<file path="src/rtl/jt03_bus_writer.sv">
// jt03_bus_writer: queued two-phase (address, then data) register writer for the jt03 / YM2203 host bus.
// Define JT03_BUS_WRITER_BUSY_POLL_EN to replace the fixed FM data wait with busy-flag polling.
module jt03_bus_writer #(
    parameter int FIFO_DEPTH   = 4,
    parameter int STROBE_TICKS = 2,
    parameter int ADDR_WAIT    = 17,
    parameter int FM_WAIT      = 83,
    parameter int PSG_WAIT     = 2,
    parameter int POLL_TIMEOUT = 255
) (
    input  logic       clk,
    input  logic       rst_n,
    input  logic       cen,
    input  logic       cmd_valid,
    output logic       cmd_ready,
    input  logic [7:0] cmd_reg,
    input  logic [7:0] cmd_data,
    output logic [7:0] bus_din,
    output logic       bus_addr,
    output logic       bus_cs_n,
    output logic       bus_wr_n,
    input  logic [7:0] bus_dout,
    output logic       idle,
    output logic       err_timeout
);
    localparam int AW = $clog2(FIFO_DEPTH);

    typedef enum logic [2:0] {IDLE, A_SETUP, A_STROBE, A_WAIT, D_SETUP, D_STROBE, D_WAIT, POLL} state_t;

    // A hold of n ticks loads n-1; a zero-length hold still costs one tick.
    function automatic logic [7:0] ticks(input int n);
        return (n <= 1) ? 8'd0 : 8'(n - 1);
    endfunction

    logic [7:0]    fifo_reg  [FIFO_DEPTH];
    logic [7:0]    fifo_data [FIFO_DEPTH];
    logic [AW-1:0] wr_ptr, rd_ptr;
    logic [AW:0]   count, count_d;
    logic          full, push, pop, fm;

    state_t     state, state_d;
    logic [7:0] cnt, cnt_d, reg_q, data_q, din_d;
    logic       cs_d, wr_d, addr_d;

    assign full      = (count == (AW+1)'(FIFO_DEPTH));
    assign cmd_ready = !full;
    assign push      = cmd_valid && !full;
    assign pop       = (state == IDLE) && (count != '0);
    assign fm        = (reg_q >= 8'h10);

    always_comb begin
        count_d = count;
        if (push && !pop)
            count_d = count + (AW+1)'(1);
        else if (pop && !push)
            count_d = count - (AW+1)'(1);
    end

    always_ff @(posedge clk) begin
        if (push) begin
            fifo_reg[wr_ptr]  <= cmd_reg;
            fifo_data[wr_ptr] <= cmd_data;
        end
    end

`ifdef JT03_BUS_WRITER_BUSY_POLL_EN
    logic err_d;
`else
    logic unused_dout;
    assign unused_dout = ^bus_dout;
    assign err_timeout = 1'b0;
`endif

    // Pop is taken on any clk edge; everything past IDLE advances on cen ticks only.
    always_comb begin
        state_d = state;
        cnt_d   = cnt;
        cs_d    = bus_cs_n;
        wr_d    = bus_wr_n;
        addr_d  = bus_addr;
        din_d   = bus_din;
`ifdef JT03_BUS_WRITER_BUSY_POLL_EN
        err_d   = err_timeout;
`endif
        if (state == IDLE) begin
            if (pop) begin
                state_d = A_SETUP;
                cnt_d   = 8'd0;
                addr_d  = 1'b0;
                din_d   = fifo_reg[rd_ptr];
            end
        end else if (cen) begin
`ifdef JT03_BUS_WRITER_BUSY_POLL_EN
            if (state == POLL) begin
                if (!bus_dout[7] || cnt == 8'd0) begin
                    state_d = IDLE;
                    cs_d    = 1'b1;
                    if (bus_dout[7]) err_d = 1'b1;
                end else begin
                    cnt_d = cnt - 8'd1;
                end
            end else
`endif
            if (cnt != 8'd0) begin
                cnt_d = cnt - 8'd1;
            end else begin
                case (state)
                    A_SETUP:  begin state_d = A_STROBE; cnt_d = ticks(STROBE_TICKS); cs_d = 1'b0; wr_d = 1'b0; end
                    A_STROBE: begin state_d = A_WAIT;   cnt_d = ticks(ADDR_WAIT);    cs_d = 1'b1; wr_d = 1'b1; end
                    A_WAIT:   begin state_d = D_SETUP;  cnt_d = 8'd0; addr_d = 1'b1; din_d = data_q; end
                    D_SETUP:  begin state_d = D_STROBE; cnt_d = ticks(STROBE_TICKS); cs_d = 1'b0; wr_d = 1'b0; end
                    D_STROBE: begin
                        state_d = D_WAIT;
                        cnt_d   = fm ? ticks(FM_WAIT) : ticks(PSG_WAIT);
                        cs_d    = 1'b1;
                        wr_d    = 1'b1;
`ifdef JT03_BUS_WRITER_BUSY_POLL_EN
                        if (fm) begin
                            state_d = POLL;
                            cnt_d   = ticks(POLL_TIMEOUT);
                            addr_d  = 1'b0;
                            cs_d    = 1'b0;
                        end
`endif
                    end
                    default:  state_d = IDLE;
                endcase
            end
        end
    end

    always_ff @(posedge clk or negedge rst_n) begin
        if (!rst_n) begin
            state    <= IDLE;
            cnt      <= 8'd0;
            reg_q    <= 8'd0;
            data_q   <= 8'd0;
            bus_cs_n <= 1'b1;
            bus_wr_n <= 1'b1;
            bus_addr <= 1'b0;
            bus_din  <= 8'd0;
            idle     <= 1'b1;
            wr_ptr   <= '0;
            rd_ptr   <= '0;
            count    <= '0;
        end else begin
            state    <= state_d;
            cnt      <= cnt_d;
            bus_cs_n <= cs_d;
            bus_wr_n <= wr_d;
            bus_addr <= addr_d;
            bus_din  <= din_d;
            idle     <= (count_d == '0) && (state_d == IDLE);
            count    <= count_d;
            if (push) wr_ptr <= wr_ptr + AW'(1);
            if (pop) begin
                rd_ptr <= rd_ptr + AW'(1);
                reg_q  <= fifo_reg[rd_ptr];
                data_q <= fifo_data[rd_ptr];
            end
        end
    end

`ifdef JT03_BUS_WRITER_BUSY_POLL_EN
    always_ff @(posedge clk or negedge rst_n) begin
        if (!rst_n) err_timeout <= 1'b0;
        else        err_timeout <= err_d;
    end
`endif
endmodule

</file>
<file path="config.mk">
export PLATFORM = sky130hd
export DESIGN_NAME = jt03_bus_writer
export DESIGN_NICKNAME = d
export VERILOG_FILES = /design/src/rtl/jt03_bus_writer.sv
export SDC_FILE = /design/constraint.sdc
export NUM_CORES = 1
export LEC_CHECK = 0
export ABC_CLOCK_PERIOD_IN_PS = 4300
export CAP_MARGIN = 20
export CORE_MARGIN = 5
export CORE_UTILIZATION = 61
export DETAILED_ROUTE_END_ITERATION = 7
export PLACE_DENSITY_LB_ADDON = 0.15
export REMOVE_ABC_BUFFERS = 1
export SYNTH_ARGS = -nofsm -noshare
export SYNTH_HDL_FRONTEND = slang
export SYNTH_SLANG_ARGS = --single-unit
</file>
<file path="constraint.sdc">
create_clock -name clk -period 4.3 [get_ports clk]
set_input_delay 0.43 -clock clk [delete_from_list [all_inputs] [get_ports clk]]
set_output_delay 0.43 -clock clk [all_outputs]
set_load 0.05 [all_outputs]
</file>
=== Yosys cells after proc, flatten, opt, wreduce, memory -nomap -nowiden ===
Memory sizes are Yosys's and may differ from the RTL's. A register that Yosys moved wholly into a read port is not among the register bits.
Cells that the tools add are included.

* $add $sub $neg: 5
* Order comparisons: 1
* Equal/unequal tests: 8
* Mux-type cells: 26
* Bitwise gates (word level): 2
* Reductions and logical operators: 23

{| class="wikitable"
|+ Operators by type and width
! operator !! number
|-
| 8-bit two-way mux || 9
|-
| 8-bit case mux with 4 select lines || 1
|-
| 3-bit two-way mux || 6
|-
| 3-bit case mux with 5 select lines || 1
|-
| 3-bit equality test (second input constant) || 3
|-
| 3-bit zero test || 3
|-
| 8-bit by 5-bit greater-or-equal comparator with 1-bit output (second input constant) || 1
|-
| 4-bit AND reduction || 2
|-
| 8-bit nonzero test || 1
|-
| 8-bit by 1-bit subtractor with 8-bit output (second input constant) || 1
|-
| 1-bit two-way mux || 7
|-
| 7-bit two-way mux || 1
|-
| 3-bit by 2-bit equality test with 1-bit output (second input constant) || 2
|-
| 2-bit nonzero test || 3
|-
| 6-bit nonzero test || 1
|-
| 1-bit logical AND || 5
|-
| 2-bit by 1-bit adder with 2-bit output (second input constant) || 2
|-
| 1-bit zero test || 4
|-
| 2-bit != test (second input constant) || 2
|-
| 2-bit OR reduction || 2
|-
| 3-bit by 1-bit adder with 3-bit output (second input constant) || 1
|-
| 3-bit by 1-bit equality test with 1-bit output (second input constant) || 1
|-
| 3-bit AND reduction || 1
|-
| 3-bit nonzero test || 1
|-
| 3 further kinds || 4
|}

* Register bits: 37
* Memory bits (writable): 64
* Bits of input ports: 28
* Output and inout port bits: 14
* Word-level logic and storage cells: 77
* Memories kept: 2

{| class="wikitable"
|+ Memories
! memory !! depth !! width !! rd ports !! clocked after memory_dff !! write ports !! RTL line !! text
|-
| fifo_data || 4 || 8 || 1 || 1 || 1 || 36 || <nowiki>logic [7:0] fifo_data [FIFO_DEPTH];</nowiki>
|-
| fifo_reg || 4 || 8 || 1 || 0 || 1 || 35 || <nowiki>logic [7:0] fifo_reg [FIFO_DEPTH];</nowiki>
|}

=== Logic depth before layout (Yosys ltp) ===
* Word-level depth: 9
* Depth in mapped cells: 8
* Depth with buffers taken out: 7

=== Least setup slack after synthesis ===
OpenSTA, ideal clock, no wires.

* Kind: register to register
* Start point: reg count[0]
* End point: reg count[1]
* Setup time: 0.126 ns
* Arrival time: 1.994 ns
* Required time: 4.174 ns
* Slack: 2.180 ns
* Stages on the path, launching flop included: 9
* Buffers on the path: 1
* Clock period less this slack: 2.120 ns
* Cells stage by stage: dfrtp_1 -> inv_1 -> ha_1 -> nand2_1 -> and2_1 -> clkbuf_1 -> maj3_1 -> nand2_1 -> o21ai_0

* Word-level cells in the longest chain between the ends: 7
* Elaborated cells between the ends (all ways): 13
* Classes of those cells: add/sub (2); eq/ne (1); mux (2); reduce/logical (8)

{| class="wikitable"
|+ Ends and longest elaborated chain
! what !! RTL line !! text
|-
| start: declaration || 38 || <nowiki>logic [AW:0] count, count_d;</nowiki>
|-
| start signal: assignment || 154 || <nowiki>count <= count_d;</nowiki>
|-
| 3-bit equality test (*) || 45 || <nowiki>assign full = (count == (AW+1)'(FIFO_DEPTH));</nowiki>
|-
| 1-bit zero test (*) || -- ||
|-
| via cmd_ready || 15 || <nowiki>output logic cmd_ready,</nowiki>
|-
| 1-bit logical AND (*) || 47 || <nowiki>assign push = cmd_valid && !full;</nowiki>
|-
| 1-bit zero test || 55 || <nowiki>else if (pop && !push)</nowiki>
|-
| 1-bit logical AND || 55 ||
|-
| 3-bit two-way mux || 55 ||
|-
| 3-bit two-way mux (*) || 53 || <nowiki>if (push && !pop)</nowiki>
|-
| via count_d[1] || 38 ||
|}

The timed path passes the listed nets; every way through them passes the cells marked *.
A chain may end at the register's enable or synchronous reset.

=== Worst setup path in the final report ===
* Start point: reg count[0]
* End point: out cmd_ready

* Word-level cells in the longest chain between the ends: 2

{| class="wikitable"
|+ Ends and longest elaborated chain
! what !! RTL line !! text
|-
| 3-bit equality test || 45 ||
|-
| 1-bit zero test || 46 || <nowiki>assign cmd_ready = !full;</nowiki>
|-
| end: declaration || 15 ||
|}

No other way between the ends.

==> impl_metrics.xml <==
<?xml version="1.0" encoding="UTF-8"?>
<metrics>
  <group name="power_and_ir_drop">
    <metric name="ir_drop" unit="mV">0.306</metric>
    <metric name="leakage" unit="nW">1.91</metric>
    <metric name="power.total" unit="mW">3.53</metric>
    <metric name="cellPowerDensity" unit="mW/mm^2">688</metric>
  </group>
  <group name="timing">
    <metric name="finalWorstPathRequiredPeriod" unit="ns">2.54</metric>
    <metric name="hold_violations" unit="">0</metric>
    <metric name="setup_viol" unit="">0</metric>
    <metric name="rsz_0062_raised_after_global_routing" unit="">false</metric>
    <metric name="worstMarginPinSlew" unit="ns">0.950</metric>
    <metric name="hold-worst-slack" unit="ns">0.208</metric>
    <metric name="post-route-period-util" unit="%">59.0</metric>
    <metric name="final_ws_setup" unit="ns">1.76</metric>
    <metric name="worst_clock_skew" unit="ns">0.00784</metric>
    <metric name="fmax" unit="MHz">394</metric>
    <metric name="drv_slew" unit="">0</metric>
    <metric name="setup_total_negative_slack" unit="ns">0</metric>
    <metric name="rel_slew_slack" unit="%">36.6</metric>
  </group>
  <group name="yosys">
    <metric name="ys_dominant_reg_cell" unit="">sky130_fd_sc_hd__edfxtp_1</metric>
    <metric name="post_synth_and_or_nand_nor_area_fraction" unit="%">10.2</metric>
    <metric name="synthCells" unit="">315</metric>
    <metric name="synth_warnings" unit="">0</metric>
    <metric name="synth_enable_flop_cells" unit="">64</metric>
    <metric name="yosys.area_share.xor_xnor" unit="%">1.54</metric>
    <metric name="synth_top_family_by_area" unit="">multiplexers</metric>
    <metric name="multiplexer_share_of_the_synthesized_area" unit="%">12.1</metric>
    <metric name="leading_cell_type_by_number_of_instances_after_synthesis" unit="">sky130_fd_sc_hd__edfxtp_1</metric>
    <metric name="most_used_standard_cells_in_the_synthesized_netlist" unit="">sky130_fd_sc_hd__edfxtp_1, sky130_fd_sc_hd__nand2_1, sky130_fd_sc_hd__dfrtp_1</metric>
    <metric name="synth.avg_cell_area" unit="sq um">14.4</metric>
    <metric name="synth_async_sr_flop_share" unit="%">39.0</metric>
    <metric name="largest_cells_by_area_after_synthesis" unit="">sky130_fd_sc_hd__edfxtp_1, sky130_fd_sc_hd__dfrtp_1, sky130_fd_sc_hd__mux4_2</metric>
    <metric name="synthDominantCellAreaShare" unit="%">42.3</metric>
    <metric name="synth.ff_latch_count" unit="">105</metric>
    <metric name="post_synth_num_cell_types" unit="">51</metric>
    <metric name="synth.yosys.seq_area_share" unit="%">64.9</metric>
    <metric name="post-synth-top-area-cell" unit="">sky130_fd_sc_hd__edfxtp_1</metric>
    <metric name="synthesis.area" unit="sq mm">0.00454</metric>
    <metric name="synth-compound-area-share" unit="%">5.67</metric>
    <metric name="adder_cell_share_of_the_synthesized_area" unit="%">2.64</metric>
  </group>
  <group name="critical_path">
    <metric name="kind_of_critical_path" unit="">reg -&gt; out</metric>
    <metric name="cp_top_family" unit="">buffers and inverters</metric>
    <metric name="critPathRequiredTime" unit="ns">3.87</metric>
    <metric name="timing.critical_path.slowest_stage_cell" unit="">sky130_fd_sc_hd__clkdlybuf4s50_1</metric>
    <metric name="cp_data_arrival_time" unit="ns">2.11</metric>
    <metric name="slowest_delay" unit="ns">0.83</metric>
    <metric name="crit_buf_inv" unit="">2</metric>
    <metric name="r2r_cells" unit="">5</metric>
    <metric name="cp_cell_sequence" unit="">inv_1 -&gt; ha_1 -&gt; nand2_1 -&gt; clkdlybuf4s50_1</metric>
    <metric name="critical_path_peak_fanout" unit="">6</metric>
    <metric name="timing.critical_path.from_type" unit="">register</metric>
    <metric name="worst_setup_path_end_kind" unit="">output pin</metric>
    <metric name="timing.critical_path.depth" unit="">4</metric>
  </group>
  <group name="status">
    <metric name="status" unit="">finished, final reports clean</metric>
  </group>
  <group name="cts">
    <metric name="cts_tree" unit="">done</metric>
    <metric name="cts_setup_buffers" unit="">0</metric>
    <metric name="ctsLongestPathBuffers" unit="">2</metric>
    <metric name="clock_sinks" unit="">105</metric>
    <metric name="cts_hold_buf" unit="">0</metric>
    <metric name="cts_repair_resize_count" unit="">0</metric>
    <metric name="cts.clk_slew.worst_paths" unit="ns">0.09</metric>
    <metric name="cts_root_buffer" unit="">sky130_fd_sc_hd__clkbuf_8</metric>
    <metric name="htree_num_levels" unit="">3</metric>
    <metric name="tritoncts_buffers" unit="">9</metric>
    <metric name="clkLatencyLatePin" unit="ns">0.35</metric>
  </group>
  <group name="global_routing">
    <metric name="antenna_found_initial" unit="">0</metric>
    <metric name="track_usage" unit="%">19.1</metric>
    <metric name="grt_start_max_net_pins" unit="">42</metric>
    <metric name="first_global_vias" unit="">2611</metric>
    <metric name="globalRoute.totalOverflow" unit="">0</metric>
    <metric name="global_route_wire_length_before_repair" unit="um">13200</metric>
  </group>
  <group name="layout">
    <metric name="n_fill_cell" unit="">545</metric>
    <metric name="fin_nets" unit="">382</metric>
    <metric name="fin_area" unit="sq mm">0.00513</metric>
    <metric name="area.growth.synth_to_final" unit="%">12.8</metric>
    <metric name="layoutNonFillerInstCount" unit="">450</metric>
    <metric name="finish.utilization" unit="%">70.7</metric>
    <metric name="antenna_cells_inserted" unit="">0</metric>
    <metric name="drive_gt1_share" unit="%">18.5</metric>
  </group>
  <group name="die">
    <metric name="die_x" unit="um">96.3</metric>
    <metric name="rows" unit="">31</metric>
    <metric name="initial_utilization" unit="%">62.7</metric>
    <metric name="chipHeight" unit="um">96.3</metric>
    <metric name="core_area" unit="sq mm">0.00725</metric>
    <metric name="design.die.area" unit="sq mm">0.00928</metric>
    <metric name="num_io_pins" unit="">42</metric>
  </group>
  <group name="route">
    <metric name="remaining_drc_errors" unit="">0</metric>
    <metric name="detailedRoute.firstIterationViolations" unit="">108</metric>
    <metric name="detail-route-antenna-nets" unit="">0</metric>
    <metric name="route.vias.total" unit="">2582</metric>
    <metric name="drt_pre_antenna_iters" unit="">4</metric>
    <metric name="post_drt_via_cell_ratio" unit="">5.74</metric>
    <metric name="routed_wire_length" unit="um">7890</metric>
    <metric name="wl_per_cell" unit="um">17.5</metric>
  </group>
  <group name="placed_design">
    <metric name="gpl.final_weighted_congestion" unit="">0.848</metric>
    <metric name="placed_cells_incl_taps" unit="">433</metric>
    <metric name="detailed_place_hpwl" unit="um">5140</metric>
    <metric name="dp_worst_setup_slack" unit="ns">1.79</metric>
    <metric name="port_buffer_count" unit="">32</metric>
    <metric name="postPlaceCellArea" unit="sq mm">0.00492</metric>
  </group>
  <group name="worst_hold_path">
    <metric name="min-delay-path-class" unit="">in -&gt; async</metric>
  </group>
  <group name="run">
    <metric name="maxCapViolCount" unit="">0</metric>
  </group>
</metrics>
-- layout make-up --
type                       instances  area (sq um)  share of cell area (%)
clock inverter                     6          66.3                    1.29
inverter                          12          45.0                   0.878
timing repair buffer              36           349                    6.81
multi-input combinational        182          1470                    28.6
clock buffer                      10           128                    2.49
sequential                       105          2950                    57.5
tap                               99           124                    2.42
-- logic make-up (layout without fill, tap and decap cells) --
group                    count (synthesis)  count (layout)
multiplexers                            33              33
AND/OR/NAND/NOR                         89              89
flip-flops                             105             105
XOR/XNOR                                 8               8
adder cells (fa/ha/maj)                 10              10
AO/OA/AOI/OAI                           41              41
buffers and inverters                   28              64
other                                    1               1
-- layer usage --
layer  global-route usage (%)  wire (um)
met1                     24.7       3370
met3                     3.13        251
met4                     5.96         97
met2                     33.1       4170
met5                        0          0
-- worst paths after layout --
path	start	slack, ns	to
setup / recovery	count[0]$_DFF_PN0_	1.76	cmd_ready
hold / removal	rst_n	0.21	data_q[2]$_DFFE_PN0P_
setup reg to reg	state[1]$_DFF_PN0_	1.78	cnt[5]$_DFFE_PN0P_
hold reg to reg	data_q[6]$_DFFE_PN0P_	0.48	data_q[6]$_DFFE_PN0P_
max in group asynchronous	rst_n	3.48	reg_q[6]$_DFFE_PN0P_
min in group clk	data_q[6]$_DFFE_PN0P_	0.48	data_q[6]$_DFFE_PN0P_
-- placed cells by master (no fill, tap or decap), types with 2 or more instances in the layout --
cell / instances
sky130_fd_sc_hd__xnor2_1: 7
sky130_fd_sc_hd__nor3b_1: 3
sky130_fd_sc_hd__ha_1: 8
sky130_fd_sc_hd__buf_4: 3
sky130_fd_sc_hd__clkinv_4: 2
sky130_fd_sc_hd__edfxtp_1: 64
sky130_fd_sc_hd__nand2_1: 44
sky130_fd_sc_hd__a31oi_1: 2
sky130_fd_sc_hd__nor2b_1: 2
sky130_fd_sc_hd__mux2_2: 16
sky130_fd_sc_hd__nor4_1: 3
sky130_fd_sc_hd__clkbuf_8: 9
sky130_fd_sc_hd__and3_1: 4
sky130_fd_sc_hd__clkdlybuf4s50_1: 31
sky130_fd_sc_hd__dfstp_2: 2
sky130_fd_sc_hd__inv_1: 12
sky130_fd_sc_hd__o31ai_1: 4
sky130_fd_sc_hd__clkinv_2: 2
sky130_fd_sc_hd__nand3_1: 5
sky130_fd_sc_hd__or3_1: 2
sky130_fd_sc_hd__or4_1: 4
sky130_fd_sc_hd__nor3_2: 2
sky130_fd_sc_hd__maj3_1: 2
sky130_fd_sc_hd__nor2_1: 8
sky130_fd_sc_hd__dfrtp_1: 39
sky130_fd_sc_hd__nand4_1: 2
sky130_fd_sc_hd__mux4_2: 16
sky130_fd_sc_hd__o21ai_0: 13
sky130_fd_sc_hd__a21oi_1: 11
-- report_power, final --
group	switching [mW]	internal (mW)	total, mW
Combinational	0.708	0.591	1.30
Clock	0.315	0.272	0.586
Sequential	0.259	1.39	1.64
Power figures use the tool's default switching activity.
